**config.mk**
```make
export PLATFORM = sky130hd
export DESIGN_NAME = delayed_commit_unit
export DESIGN_NICKNAME = d
export VERILOG_FILES = /design/src/rtl/delayed_commit_unit.sv
export SDC_FILE = /design/constraint.sdc
export NUM_CORES = 1
export LEC_CHECK = 0
export ABC_AREA = 1
export CAP_MARGIN = 25
export CORE_MARGIN = 2
export CORE_UTILIZATION = 48
export DETAILED_ROUTE_END_ITERATION = 8
export PLACE_DENSITY = 0.77
export SLEW_MARGIN = 5
export SYNTH_ARGS = -nofsm -noshare
export SYNTH_HDL_FRONTEND = slang
export SYNTH_SLANG_ARGS = --single-unit
export TNS_END_PERCENT = 10
```
**constraint.sdc**
```tcl
create_clock -name clk -period 1.4 [get_ports clk]
set_input_delay 0.28 -clock clk [delete_from_list [all_inputs] [get_ports clk]]
set_output_delay 0.28 -clock clk [all_outputs]
set_load 0.03 [all_outputs]
```
**src/rtl/delayed_commit_unit.sv**
```systemverilog
// delayed_commit_unit: computes a bitwise reduction of b and c (OR/AND/XOR/pass b)
// and commits it to d a programmable number of cycles after start. In intra mode
// (sem=0) the operands are sampled at start; in inter mode (sem=1) they are
// sampled on the commit edge itself.
module delayed_commit_unit #(
  parameter int unsigned            WIDTH   = 8,
  parameter int unsigned            CNT_W   = 6,
  parameter logic [WIDTH-1:0]       RST_VAL = '0
) (
  input  logic             clk,
  input  logic             rst_n,
  input  logic             start,
  input  logic             cancel,
  input  logic             sem,
  input  logic [1:0]       op,
  input  logic [CNT_W-1:0] delay,
  input  logic [WIDTH-1:0] b,
  input  logic [WIDTH-1:0] c,
  output logic [WIDTH-1:0] d,
  output logic             busy,
  output logic             done,
  output logic             err
);

  typedef enum logic {
    S_IDLE = 1'b0,
    S_WAIT = 1'b1
  } state_e;

  state_e           state_q, state_d;
  logic [CNT_W-1:0] cnt_q,   cnt_d;
  logic [WIDTH-1:0] hold_q,  hold_d;
  logic [WIDTH-1:0] d_q,     d_d;
  logic [1:0]       op_q,    op_d;
  logic             sem_q,   sem_d;
  logic             done_q,  done_d;
  logic             err_q,   err_d;

  // Bitwise reduction selected by op; no carries, result is exactly WIDTH bits.
  function automatic logic [WIDTH-1:0] reduce(input logic [1:0] sel,
                                               input logic [WIDTH-1:0] x,
                                               input logic [WIDTH-1:0] y);
    case (sel)
      2'b00:   reduce = x | y;
      2'b01:   reduce = x & y;
      2'b10:   reduce = x ^ y;
      default: reduce = x;
    endcase
  endfunction

  // State register: every flop in the block, cleared asynchronously.
  // NOTE: sequential state uses non-blocking assignments so all flops update
  // from pre-edge values, independent of statement order.
  always_ff @(posedge clk or negedge rst_n) begin
    if (!rst_n) begin
      state_q <= S_IDLE;
      cnt_q   <= '0;
      // NOTE: the hold register is a plain flop, not a memory, so it is reset
      // along with everything else; a stale intra capture can never leak out.
      hold_q  <= '0;
      d_q     <= RST_VAL;
      op_q    <= 2'b00;
      sem_q   <= 1'b0;
      done_q  <= 1'b0;
      err_q   <= 1'b0;
    end else begin
      state_q <= state_d;
      cnt_q   <= cnt_d;
      hold_q  <= hold_d;
      d_q     <= d_d;
      op_q    <= op_d;
      sem_q   <= sem_d;
      done_q  <= done_d;
      err_q   <= err_d;
    end
  end

  // Next-state logic: start acceptance, countdown, commit and cancel.
  always_comb begin
    // NOTE: every target gets a default first so no path leaves it unassigned,
    // which would otherwise infer a latch.
    state_d = state_q;
    cnt_d   = cnt_q;
    hold_d  = hold_q;
    d_d     = d_q;
    op_d    = op_q;
    sem_d   = sem_q;
    done_d  = 1'b0;
    err_d   = 1'b0;

    case (state_q)
      S_IDLE: begin
        // Cancel has nothing to abort here; start is taken regardless.
        if (start) begin
          sem_d   = sem;
          op_d    = op;
          // delay=0 behaves as delay=1: commit on the very next edge.
          cnt_d   = (delay == '0) ? '0 : delay - CNT_W'(1);
          if (!sem) hold_d = reduce(op, b, c);
          state_d = S_WAIT;
        end
      end
      S_WAIT: begin
        if (cancel) begin
          // Cancel beats both a concurrent start and a due commit.
          cnt_d   = '0;
          state_d = S_IDLE;
        end else begin
          if (start) err_d = 1'b1;
          if (cnt_q == '0) begin
            d_d     = sem_q ? reduce(op_q, b, c) : hold_q;
            done_d  = 1'b1;
            state_d = S_IDLE;
          end else begin
            cnt_d = cnt_q - CNT_W'(1);
          end
        end
      end
      default: state_d = S_IDLE;
    endcase
  end

  // Output logic: busy follows the state, the rest are registered.
  always_comb begin
    busy = (state_q == S_WAIT);
    d    = d_q;
    done = done_q;
    err  = err_q;
  end

endmodule

```
Word-level counts from Yosys, hierarchy flattened
Index checks and enable logic that the tools add are counted.
{ "op_classes": {"mux": 17, "multipliers": 0, "n_div": 0, "order_cmp": 0, "n_reduce_logical": 8, "addsub": 2, "eq_ne": 6, "shifts": 0, "bitwise_logic": 6} }
{ "ops": {"columns": ["op", "count"], "rows": [
  ["$pmux 8 s3", 2],
  ["$mux 6", 4],
  ["$logic_not 6->1", 2],
  ["$pmux 6 s2", 1],
  ["$sub 6x1->6 const B", 2],
  ["$and 8x8->8", 1],
  ["$mux 1", 8],
  ["$mux 8", 1],
  ["$or 8x8->8", 1],
  ["$xor 8x8->8", 1],
  ["$reduce_and 3->1", 2],
  ["$eq 2x1->1 const B", 2],
  ["$eq 2x2->1 const B", 2],
  ["$logic_not 2->1", 2],
  ["$reduce_and 2->1", 2],
  ["$ne 3x3->1 const B", 1],
  ["$not 1->1", 3],
  ["$ne 2x2->1 const B", 1],
  ["$pmux 1 s2", 1]
]} }
{ "word_totals": {"mem_bits_rw": 0, "elab_cells": 47, "latchBits": 0, "regBits": 28, "in_bits": 29, "mem_count": 0, "rom_bits": 0} }

Depth between registers and ports, before layout
{ "depth": {"ltp_word": 4, "depth_mapped": 9} }

Least setup slack after synthesis
Ideal clock, no wire load.
{ "synth_timing": {"path_kind": "flip-flop to flip-flop", "from": "register cnt_q[0]", "to": "register d_q[5] (netlist: d[5])", "t_required_ns": 1.277, "stages_incl_launch_ff": 9, "synth_period_minus_slack_ns": 1.390, "slack_ns": 0.010, "n_path_buf": 1, "t_arrival_ns": 1.266, "cell_sequence": "dfrtp_1 > inv_1 > ha_1 > inv_1 > nor3_2 > nand3_2 > buf_6 > a21oi_1 > a21oi_2"} }
{ "synth_between": {"elab_chain_cells": 2} }
{ "synth_lines": {"columns": ["item", "line", "rtl"], "rows": [
  ["start, declared", "31", "logic [CNT_W-1:0] cnt_q, cnt_d;"],
  ["start signal, assigned", "68", "cnt_q <= cnt_d;"],
  ["$logic_not 6->1", "110", "if (cnt_q == '0) begin"],
  ["$reduce_and 3->1 (no line)", null, null],
  ["end signal, assigned", "61", "d_q <= RST_VAL;"],
  ["end signal, assigned", "70", "d_q <= d_d;"],
  ["end, declared", "33", "logic [WIDTH-1:0] d_q, d_d;"]
]} }
No other way between the ends.
A chain may end at the register's enable or synchronous reset.

Worst setup path in the final report
{ "layout_timing": {"from": "register cnt_q[0]", "to": "register d_q[0] (netlist: d[0])"} }
The elaborated chain is that of the path after synthesis.

==> impl_metrics.yaml <==
status:
  status: "finished, violations left"
  violations: "setup timing"
worst_setup_path:
  crit_path_top_delay_cell: "dfrtp_1"
  worstReg2RegEnd: "d[0]"
  path_class: "flip-flop to flip-flop"
  start_kind: "flip-flop"
  rrSetupSlack_ns: -0.04
  critPathMostFrequentCell: "o21ai_2"
  r2r_cells: 9
  worstSetupEndpointType: "flip-flop"
  worstPathCellList: "inv_2, ha_1, inv_1, nor3_4, nand3_4, buf_12, clkinv_8, o21ai_2, o21ai_2"
  cp_slowest_stage_delay_ns: 0.41
  cp.required_ns: 1.61
  r2r_start: "cnt_q[0]"
  critPathMaxFanout: 8
  cp.arrival_ns: 1.65
synthesis:
  ys_dominant_reg_cell: "dfrtp_1"
  seq_area_frac_synth_pct: 32.39
  synth_cell_types: 27
  syn_inst: 304
  ys_ff_latch: 28
  avgSynthCellArea_sq_um: 7.116
  synth_edf_count: 0
  syn-cell-area_sq_mm: 0.002163
  ys_top_cells_by_area: "dfrtp_1, nand2_1, ha_1"
  yosysTopAreaCell: "dfrtp_1"
  synth_top_area_share_pct: 32.39
  yosysWarnings: 0
  async_flop_share_pct: 100.0
  syn_nets: 353
placement:
  dp_cells: 442
  place_area_sq_mm: 0.002998
  dpl.hpwl_mm: 4.513
  place_congestion: 0.9098
  post-place-ws_ns: -0.2603
  io_buffer_count: 39
pwr:
  clockPowerShare_pct: 11.2
  power_density_mw_per_mm2: 1481
  internal-power_mw: 2.495
  power_mw: 4.567
  combPwrFrac_pct: 56.7
  p_switching_mw: 2.072
  ir_worst_vdd_mv: 0.6929
  seq_power_share_pct: 32.1
  swShare_pct: 45.37
  cellLeakagePower_nw: 1.610
global_route:
  track_usage_pct: 23.79
  grt-ovfl-total: 0
  grt_pass1_vias: 2272
  antenna_found_initial: 0
  grt_max_degree: 29
  grt_pass1_wl_mm: 9.694
detailed_routing:
  drt-initial-drc-count: 149
  drtAntennaViolNets: 0
  vias: 2284
  remaining_drc_errors: 0
  vias_per_cell: 5.121
  drt-total-wl_mm: 5.807
  drtPass1Iterations: 4
  wire_per_inst_um: 13.02
clock_tree:
  cts_buffer_depth: 2
  cts_root_buf: "clkbuf_8"
  clk_pin_slew_ns: 0.10
  clock_latency_ns: 0.27
  cts_buffers: 3
  post_cts_buffers: 0
  hold_buffers: 0
  htree_levels: 1
  cts_tree: "yes"
  numClockSinks: 28
timing:
  relSlewSlack_pct: 77.98
  worst_pin_slew_ns: 0.3303
  slew_viol_final: 0
  fin_skew_ns: 0.002827
  finalWorstSetupSlack_ns: -0.04473
  grt_setup_unrepaired: "true"
  finalCriticalPeriod_ns: 1.445
  setup_viol: 8
  max_freq_ghz: 0.6922
  fin_setup_tns_ns: -0.1864
  fin_crit_sh_pct: 103.2
  hold_viol_final: 0
finish:
  fin_area_sq_mm: 0.003084
  fillers: 344
  diodes: 0
  finalNonFillerCells: 446
  drive_above_1_share_pct: 22.34
  fin_nets: 444
  syn2layout_area_growth_pct: 42.57
die:
  row_count: 24
  start_util_pct: 49.68
  die_w_um: 71.14
  core-area_sq_mm: 0.004354
  die_h_um: 71.14
  pin_count: 40
  die_area_sq_mm: 0.005060
job:
  maxCapViolations: 0
worst_hold_path:
  min_path_type: "primary input to async pin"
==> critical path, delay by kind of cell, from the launching register on <==
kind / cells / cell delay [ns]
compound gates: 2 / 0.17
flops: 1 / 0.41
buf+inv: 4 / 0.36
fa+ha+maj: 1 / 0.14
simple gates: 2 / 0.30
==> cells in the mapped netlist, types with 3 or more instances <==
| master | instances |
|---|---|
| nand2_1 | 94 |
| a21oi_1 | 19 |
| a21oi_2 | 6 |
| a41oi_1 | 5 |
| buf_2 | 3 |
| nor2_4 | 4 |
| nor3_1 | 3 |
| nor2_1 | 24 |
| ha_1 | 20 |
| o21ai_2 | 5 |
| o21ai_0 | 12 |
| nand3_1 | 18 |
| inv_2 | 3 |
| inv_1 | 43 |
| dfrtp_1 | 28 |
==> power groups by stage <==
stage | logic [mW] | clock network [mW] | registers (mW)
after floorplan | 1.26 | 0 | 1.65
after global placement | 2.55 | 0 | 1.44
after detailed placement | 2.60 | 0 | 1.45
after CTS | 2.54 | 0.516 | 1.44
after global routing | 2.86 | 0.543 | 1.52
final | 2.59 | 0.510 | 1.47
==> per-stage QoR <==
step,utilization [%],hold slack [ns]
after floorplan,-,-0.01559
after global placement,68.85,0.4639
after detailed placement,68.85,0.4741
after CTS,69.91,0.3615
after global routing,70.83,0.3562
final,70.83,0.3543
==> flip-flops by register name, summed over array words and instances (netlist names) <==
signal / count
d: 8
hold_q: 8
cnt_q: 6
op_q: 2
busy: 1
done: 1
err: 1
sem_q: 1
==> layer usage <==
metal | GRT usage [%] | vias to the layer above | wire, um
met5 | 0 | - | 0
met1 | 29.38 | 1054 | 2375
met3 | 1.567 | 6 | 214
met4 | 7.338 | 0 | 50
li1 | - | 1160 | -
met2 | 44.13 | 64 | 3166
==> kinds of logic (layout without fill, tap and decap cells) <==
group | Yosys count | in the layout | share of synthesized area, %
AOI/OAI and AO/OA | 53 | 53 | 15.38
xor gates and xnor gates | 3 | 3 | 1.215
adders and majority gates | 20 | 20 | 11.57
buffers and inverters | 51 | 141 | 9.948
DFF | 28 | 28 | 32.39
and+or+nand+nor | 149 | 149 | 29.50
==> area by class of cell <==
| cell class | count | area [sq um] | area share [%] |
|---|---|---|---|
| timing repair buffer | 90 | 789.5 | 25.60 |
| clock buffer | 4 | 55.05 | 1.785 |
| inverter | 47 | 188.9 | 6.126 |
| multi-input combinational | 225 | 1285 | 41.66 |
| sequential | 28 | 700.7 | 22.72 |
| tap | 52 | 65.06 | 2.110 |
==> cells in the final DEF, fill, tap and decap left out <==
cell type        instances
a41oi_1                  5
dlygate4sd2_1           10
nor3_1                   2
xor2_1                   1
ha_1                    20
a21oi_1                 14
a21o_1                   1
nor2_1                  24
dfrtp_1                 28
o22ai_1                  2
o211ai_1                 1
o21ai_0                 12
inv_1                   40
a21oi_2                 11
nor2_4                   4
inv_2                    6
nor2_2                   2
nand4_1                  2
nor3_2                   1
o21ai_1                  2
buf_4                   49
clkdlybuf4s50_1         27
buf_6                    1
buf_12                   2
xnor2_1                  2
dlymetal6s2s_1           1
clkinv_8                 1
o21ai_2                  5
nand3_1                 18
clkbuf_8                 4
nand2_1                 94
nand3_4                  1
nor3_4                   1
==> worst max path at each step <==
stage | from | end | slack [ns] | cells after the start
2_1_floorplan | cnt_q[0] | d[5] | 0.01 | 8
3_3_place_gp | b[3] | d[3] | -0.23 | 7
3_5_place_dp | b[3] | d[3] | -0.26 | 7
4_1_cts | cnt_q[0] | d[3] | -0.14 | 8
5_1_grt | cnt_q[0] | d[0] | -0.13 | 9
6_report | cnt_q[0] | d[0] | -0.04 | 9
==> repair_timing <==
item | CTS | global route
setup endpoints to repair | 24 | 18
gates resized for setup | 13 | 10
pin swaps | 3 | 3
No activity file was read; power rests on OpenSTA's default activity.
